## src/rtl/elevator_call_scheduler.sv

```systemverilog
// SCAN elevator call scheduler: latches floor calls, issues one target floor at a time,
// clears the call on arrival and holds a door-dwell interval before the next target.
module elevator_call_scheduler #(
  parameter int N_FLOORS     = 9,
  parameter int DWELL_CYCLES = 16
) (
  input  logic                clk,
  input  logic                rst,
  input  logic [N_FLOORS-1:0] call_btn,
  input  logic [3:0]          current_floor,
  input  logic                elevator_idle,
  output logic [3:0]          target_floor,
  output logic                target_valid,
  output logic                dir_up,
  output logic [N_FLOORS-1:0] pending,
  output logic                door_open
);

  localparam int CW = (DWELL_CYCLES > 1) ? $clog2(DWELL_CYCLES) : 1;

  typedef enum logic [1:0] {IDLE = 2'd0, SERVE = 2'd1, DWELL = 2'd2} state_t;

  state_t              state_r, state_nxt;
  logic [N_FLOORS-1:0] pending_r, pending_nxt, clear_s, cur_mask_s, tgt_mask_s;
  logic [3:0]          target_r, target_nxt, up_floor_s, dn_floor_s, cand_floor_s;
  logic                valid_r, valid_nxt, dir_up_r, dir_nxt, door_r, door_nxt;
  logic [CW-1:0]       cnt_r, cnt_nxt;
  logic                up_found_s, dn_found_s, here_s, cand_found_s, cand_dir_s;

  assign target_floor = target_r;
  assign target_valid = valid_r;
  assign dir_up       = dir_up_r;
  assign pending      = pending_r;
  assign door_open    = door_r;

  // Candidate search: nearest pending floor above and below the current floor.
  always_comb begin
    up_found_s = 1'b0;
    up_floor_s = 4'd0;
    dn_found_s = 1'b0;
    dn_floor_s = 4'd0;
    here_s     = 1'b0;
    cur_mask_s = '0;
    tgt_mask_s = '0;
    for (int f = N_FLOORS - 1; f >= 0; f--) begin
      if (pending_r[f] && (4'(f) > current_floor)) begin
        up_found_s = 1'b1;
        up_floor_s = 4'(f);
      end else begin
      end
    end
    for (int f = 0; f < N_FLOORS; f++) begin
      if (pending_r[f] && (4'(f) < current_floor)) begin
        dn_found_s = 1'b1;
        dn_floor_s = 4'(f);
      end else begin
      end
      cur_mask_s[f] = (4'(f) == current_floor);
      tgt_mask_s[f] = (4'(f) == target_r);
      if (pending_r[f] && (4'(f) == current_floor)) begin
        here_s = 1'b1;
      end else begin
      end
    end
    // Keep direction while calls lie ahead, otherwise reverse.
    if (dir_up_r) begin
      cand_found_s = up_found_s || dn_found_s;
      cand_floor_s = up_found_s ? up_floor_s : dn_floor_s;
      cand_dir_s   = up_found_s ? 1'b1 : ~dn_found_s;
    end else begin
      cand_found_s = up_found_s || dn_found_s;
      cand_floor_s = dn_found_s ? dn_floor_s : up_floor_s;
      cand_dir_s   = dn_found_s ? 1'b0 : up_found_s;
    end
  end

  // Next-state and output logic of the scheduling FSM.
  always_comb begin
    state_nxt  = state_r;
    target_nxt = target_r;
    valid_nxt  = valid_r;
    dir_nxt    = dir_up_r;
    door_nxt   = door_r;
    cnt_nxt    = cnt_r;
    clear_s    = '0;
    case (state_r)
      IDLE: begin
        target_nxt = current_floor;
        valid_nxt  = 1'b0;
        door_nxt   = 1'b0;
        if (here_s) begin
          clear_s   = cur_mask_s;
          state_nxt = DWELL;
          door_nxt  = 1'b1;
          cnt_nxt   = CW'(DWELL_CYCLES - 1);
        end else if (cand_found_s) begin
          target_nxt = cand_floor_s;
          dir_nxt    = cand_dir_s;
          valid_nxt  = 1'b1;
          state_nxt  = SERVE;
        end else begin
          state_nxt = IDLE;
        end
      end
      SERVE: begin
        valid_nxt = 1'b1;
        if ((current_floor == target_r) && elevator_idle) begin
          clear_s    = tgt_mask_s;
          state_nxt  = DWELL;
          door_nxt   = 1'b1;
          cnt_nxt    = CW'(DWELL_CYCLES - 1);
          target_nxt = current_floor;
          valid_nxt  = 1'b0;
        end else if (dir_up_r && up_found_s && (up_floor_s < target_r)) begin
          target_nxt = up_floor_s;
        end else if (!dir_up_r && dn_found_s && (dn_floor_s > target_r)) begin
          target_nxt = dn_floor_s;
        end else begin
          target_nxt = target_r;
        end
      end
      DWELL: begin
        // target_r tracks last cycle's floor, so a mismatch means the car moved with the door open.
        target_nxt = current_floor;
        valid_nxt  = 1'b0;
        clear_s    = cur_mask_s;
        if (current_floor != target_r) begin
          state_nxt = IDLE;
          door_nxt  = 1'b0;
          cnt_nxt   = '0;
        end else if (cnt_r == '0) begin
          state_nxt = IDLE;
          door_nxt  = 1'b0;
        end else begin
          cnt_nxt = cnt_r - CW'(1);
        end
      end
      default: begin
        state_nxt = IDLE;
        valid_nxt = 1'b0;
        door_nxt  = 1'b0;
        cnt_nxt   = '0;
      end
    endcase
    pending_nxt = (pending_r | call_btn) & ~clear_s;
  end

  // State and output registers.
  always_ff @(posedge clk) begin
    if (rst) begin
      state_r   <= IDLE;
      pending_r <= '0;
      target_r  <= 4'd0;
      valid_r   <= 1'b0;
      dir_up_r  <= 1'b1;
      door_r    <= 1'b0;
      cnt_r     <= '0;
    end else begin
      state_r   <= state_nxt;
      pending_r <= pending_nxt;
      target_r  <= target_nxt;
      valid_r   <= valid_nxt;
      dir_up_r  <= dir_nxt;
      door_r    <= door_nxt;
      cnt_r     <= cnt_nxt;
    end
  end

endmodule

```

## config.mk

```make
export PLATFORM = sky130hd
export DESIGN_NAME = elevator_call_scheduler
export DESIGN_NICKNAME = d
export VERILOG_FILES = /design/src/rtl/elevator_call_scheduler.sv
export SDC_FILE = /design/constraint.sdc
export NUM_CORES = 1
export LEC_CHECK = 0
export CAP_MARGIN = 20
export CORE_MARGIN = 1
export CORE_UTILIZATION = 43
export DETAILED_ROUTE_END_ITERATION = 16
export PLACE_DENSITY = 0.65
export SYNTH_ARGS = -nofsm -noshare
export SYNTH_HDL_FRONTEND = slang
export SYNTH_SLANG_ARGS = --single-unit
```

## constraint.sdc

```tcl
create_clock -name clk -period 4.3 [get_ports clk]
set_input_delay 0.86 -clock clk [delete_from_list [all_inputs] [get_ports clk]]
set_output_delay 0.86 -clock clk [all_outputs]
set_load 0.1 [all_outputs]
```

==> metrics.txt <==
# TYPE chip_impl_metric gauge
chip_impl_info{name="outcome",value="finished, final reports clean"} 1
chip_impl_metric{name="finalNetCount",unit=""} 360
chip_impl_metric{name="required",unit="ns"} 4.45
chip_impl_metric{name="cellLeakagePower",unit="nW"} 1.04
chip_impl_metric{name="dp_hpwl",unit="um"} 5230
chip_impl_metric{name="synth.top_cell.area_share",unit="%"} 18.4
chip_impl_metric{name="final_layout_size_suffix_gt1_share",unit="%"} 11.9
chip_impl_metric{name="num_vias",unit=""} 2396
chip_impl_metric{name="syn2layout_area_growth",unit="%"} 20.5
chip_impl_info{name="cpMaxStageDelayCell",value="clkdlybuf4s50_1"} 1
chip_impl_metric{name="worst_ir_drop_vdd",unit="uV"} 431
chip_impl_info{name="synth_top_area_cell",value="dfxtp_1"} 1
chip_impl_metric{name="synth.lib_cells_used.distinct",unit=""} 69
chip_impl_metric{name="critical_path_buf_inv_count",unit=""} 3
chip_impl_metric{name="clock_path_buffers",unit=""} 2
chip_impl_metric{name="drcViolationCount",unit=""} 0
chip_impl_metric{name="grt_first_pass_wirelength",unit="um"} 10900
chip_impl_metric{name="critical_path_arrival",unit="ns"} 3.91
chip_impl_metric{name="crit_fanout",unit=""} 8
chip_impl_metric{name="setup_tns",unit="ns"} 0
chip_impl_metric{name="power_density",unit="nW/um^2"} 488
chip_impl_metric{name="drt-initial-drc-count",unit=""} 175
chip_impl_info{name="synth_most_common_cell",value="nor2_1"} 1
chip_impl_metric{name="post_cts.repair.setup_buffers",unit=""} 0
chip_impl_metric{name="drt-total-wl",unit="um"} 6840
chip_impl_metric{name="max_freq",unit="MHz"} 266
chip_impl_metric{name="timing.final.hold_violations",unit=""} 0
chip_impl_metric{name="detail_route.wirelength.met1",unit="um"} 3190
chip_impl_metric{name="antenna_cells_inserted",unit=""} 0
chip_impl_metric{name="cp_slowest_stage_delay",unit="ns"} 0.54
chip_impl_metric{name="grt_start_max_net_pins",unit=""} 28
chip_impl_metric{name="wl_met2",unit="um"} 3250
chip_impl_metric{name="first_pass_iters",unit=""} 8
chip_impl_metric{name="die_width",unit="um"} 74.9
chip_impl_info{name="clk_root_buffer_cell",value="clkbuf_8"} 1
chip_impl_metric{name="fraction_of_registers_with_async_set_reset",unit="%"} 0
chip_impl_info{name="worstPathCellList",value="clkdlybuf4s50_1, buf_4, nor2_2, a21boi_1, o21ai_0, inv_1, ha_1, o211ai_1, a41oi_2, or2_1, a311oi_1, o2bb2ai_1"} 1
chip_impl_metric{name="die-area",unit="um^2"} 5610
chip_impl_metric{name="cts_sinks",unit=""} 21
chip_impl_metric{name="synth-edff-count",unit=""} 0
chip_impl_metric{name="finalPower",unit="mW"} 1.35
chip_impl_metric{name="maxSlewViolCount",unit=""} 0
chip_impl_metric{name="synth_sequential_area_ratio",unit="%"} 18.4
chip_impl_metric{name="grt.total_usage",unit="%"} 25.6
chip_impl_metric{name="post_cts_hold_buffer_count",unit=""} 0
chip_impl_metric{name="design_area",unit="um^2"} 2760
chip_impl_metric{name="fin_worst_skew",unit="ns"} 0.00228
chip_impl_metric{name="grt_overflow_total",unit=""} 0
chip_impl_info{name="unrepaired_setup_endpoints_after_global_routing",value="no"} 1
chip_impl_metric{name="clock_slew_at_reported_path_ffs",unit="ns"} 0.07
chip_impl_metric{name="met3_wirelength",unit="um"} 342
chip_impl_metric{name="ys_warn_count",unit=""} 0
chip_impl_metric{name="initial_cell_density_of_the_core",unit="%"} 44.8
chip_impl_metric{name="slew_headroom",unit="%"} 35.1
chip_impl_metric{name="ios",unit=""} 32
chip_impl_info{name="critical_path.endpoint_type",value="flop"} 1
chip_impl_metric{name="fin_crit_sh",unit="%"} 87.5
chip_impl_info{name="cell_types_with_the_highest_counts_after_synthesis",value="24 x nor2_1, 21 x dfxtp_1, 20 x a21oi_1, 20 x inv_1, 19 x nand2_1"} 1
chip_impl_metric{name="clk-insertion-delay-late",unit="ns"} 0.26
chip_impl_info{name="critical_path.top_delay_family",value="compound AO/OA/AOI/OAI gates"} 1
chip_impl_info{name="synth-main-ff-cell",value="dfxtp_1"} 1
chip_impl_metric{name="setup_viol_count_final",unit=""} 0
chip_impl_metric{name="row_count",unit=""} 26
chip_impl_metric{name="grt_pass1_vias",unit=""} 2173
chip_impl_metric{name="measured_slew_at_the_worst_slew_check_pin",unit="ns"} 0.970
chip_impl_metric{name="post_synth_instance_area",unit="um^2"} 2290
chip_impl_metric{name="avgRoutedWirePerCell",unit="um"} 17.1
chip_impl_metric{name="max_cap_viol_count",unit=""} 0
chip_impl_metric{name="die_height",unit="um"} 74.9
chip_impl_metric{name="design.core.area",unit="um^2"} 5110
chip_impl_metric{name="syn_inst",unit=""} 295
chip_impl_metric{name="cts_inserted_buffers",unit=""} 3
chip_impl_metric{name="synthesis.nets",unit=""} 325
chip_impl_metric{name="ys_ff_latch",unit=""} 21
chip_impl_metric{name="final_estimated_routing_congestion_in_global_placement",unit=""} 0.920
chip_impl_info{name="yosys-top-cells-area",value="dfxtp_1 18%, ha_1 7.7%, a21oi_1 4.4%"} 1
chip_impl_metric{name="post_dp_cell_area",unit="um^2"} 2710
chip_impl_info{name="tritoncts_clock_tree",value="yes"} 1
chip_impl_info{name="highest-signal-layer",value="met4"} 1
chip_impl_metric{name="h-tree-depth",unit=""} 1
chip_impl_metric{name="ant_nets",unit=""} 0
chip_impl_metric{name="cts-resized-gates",unit=""} 0
chip_impl_info{name="worstSetupStartpointType",value="primary input"} 1
chip_impl_metric{name="avgSynthCellArea",unit="um^2"} 7.75
chip_impl_metric{name="antenna_found_initial",unit=""} 0
chip_impl_metric{name="numPortBuffers",unit=""} 31
chip_impl_metric{name="vias_per_cell",unit=""} 6.01
chip_impl_info{name="hold_wc_path_type",value="reg2reg"} 1
chip_impl_metric{name="finalCriticalPeriod",unit="ns"} 3.76
chip_impl_info{name="criticalPathCategory",value="in2reg"} 1
## report_power, final
part,switching [mW],total (mW),internal (mW)
Combinational,0.574,0.891,0.317
Clock,0.0603,0.126,0.0659
Sequential,0.0824,0.328,0.245
## metrics by stage
stage               hold slack, ns  setup slack (ns)  utilization [%]  cells
floorplan                    0.445             0.806                -    295
global placement             0.457             0.367             53.1    395
detailed placement           0.462             0.335             53.1    395
CTS                          0.472             0.588             53.9    399
global route                 0.508             0.276             53.9    399
finish                       0.468             0.538             53.9    399
## worst register-to-register path, stage by stage, from the launching register on
cell and delay, ns:
dfxtp_1 0.50, or3b_1 0.45, nand2_1 0.09, a211oi_1 0.05
o21ai_0 0.28, inv_1 0.12, ha_1 0.29, o211ai_1 0.19
a41oi_2 0.11, or2_1 0.35, a311oi_1 0.29, o2bb2ai_1 0.10
## area by class of cell
| cell class | instances | area (um^2) |
|---|---|---|
| fill | 501 | 2350 |
| clock buffer | 4 | 45.0 |
| tap | 70 | 87.6 |
| inverter | 21 | 78.8 |
| timing repair buffer | 47 | 443 |
| multi-input combinational | 236 | 1680 |
| sequential | 21 | 420 |
## per-layer routing
metal  GRT usage, %  vias up
met3           3.08        6
met4           4.40        0
li1               -     1183
met5              0        -
met2           44.6       78
met1           34.3     1129
## final timing paths
check / start / end / slack (ns) / cells after the start
min reg2reg: cnt_r[1]$_SDFFE_PP0P_ / cnt_r[1]$_SDFFE_PP0P_ / 0.47 / 2
max reg2reg: pending[5]$_SDFF_PP0_ / target_floor[2]$_SDFFE_PP0P_ / 1.37 / 11
min: cnt_r[1]$_SDFFE_PP0P_ / cnt_r[1]$_SDFFE_PP0P_ / 0.47 / 2
max: current_floor[2] / target_floor[2]$_SDFFE_PP0P_ / 0.54 / 12
## registers in the layout (all words and copies together), names as in the netlist
register / count
pending: 9
state_r: 2
dir_up: 1
target_floor: 4
target_valid: 1
cnt_r: 4
## cells by family after synthesis
group           Yosys count  share of synthesized area (%)
buf+inv                  38                           8.15
xor+xnor                  5                           1.91
mux                       6                           2.63
fa+ha+maj                14                           7.66
compound gates          113                           38.6
flops                    21                           18.4
simple gates             98                           22.7
## placed cells by master (no fill, tap or decap), types with 4 or more instances in the layout
| cell type | count |
|---|---|
| mux2i_1 | 6 |
| nor2_1 | 24 |
| buf_4 | 15 |
| a21oi_1 | 20 |
| dfxtp_1 | 21 |
| xor2_1 | 4 |
| o31ai_1 | 4 |
| nand2b_1 | 9 |
| nand3_1 | 11 |
| inv_1 | 20 |
| o211ai_1 | 10 |
| or3_1 | 5 |
| nor3_1 | 9 |
| a21boi_1 | 4 |
| clkdlybuf4s50_1 | 31 |
| o21ai_0 | 15 |
| ha_1 | 14 |
| nand2_1 | 19 |
| a211oi_1 | 11 |
No activity file was read; power rests on OpenSTA's default activity.
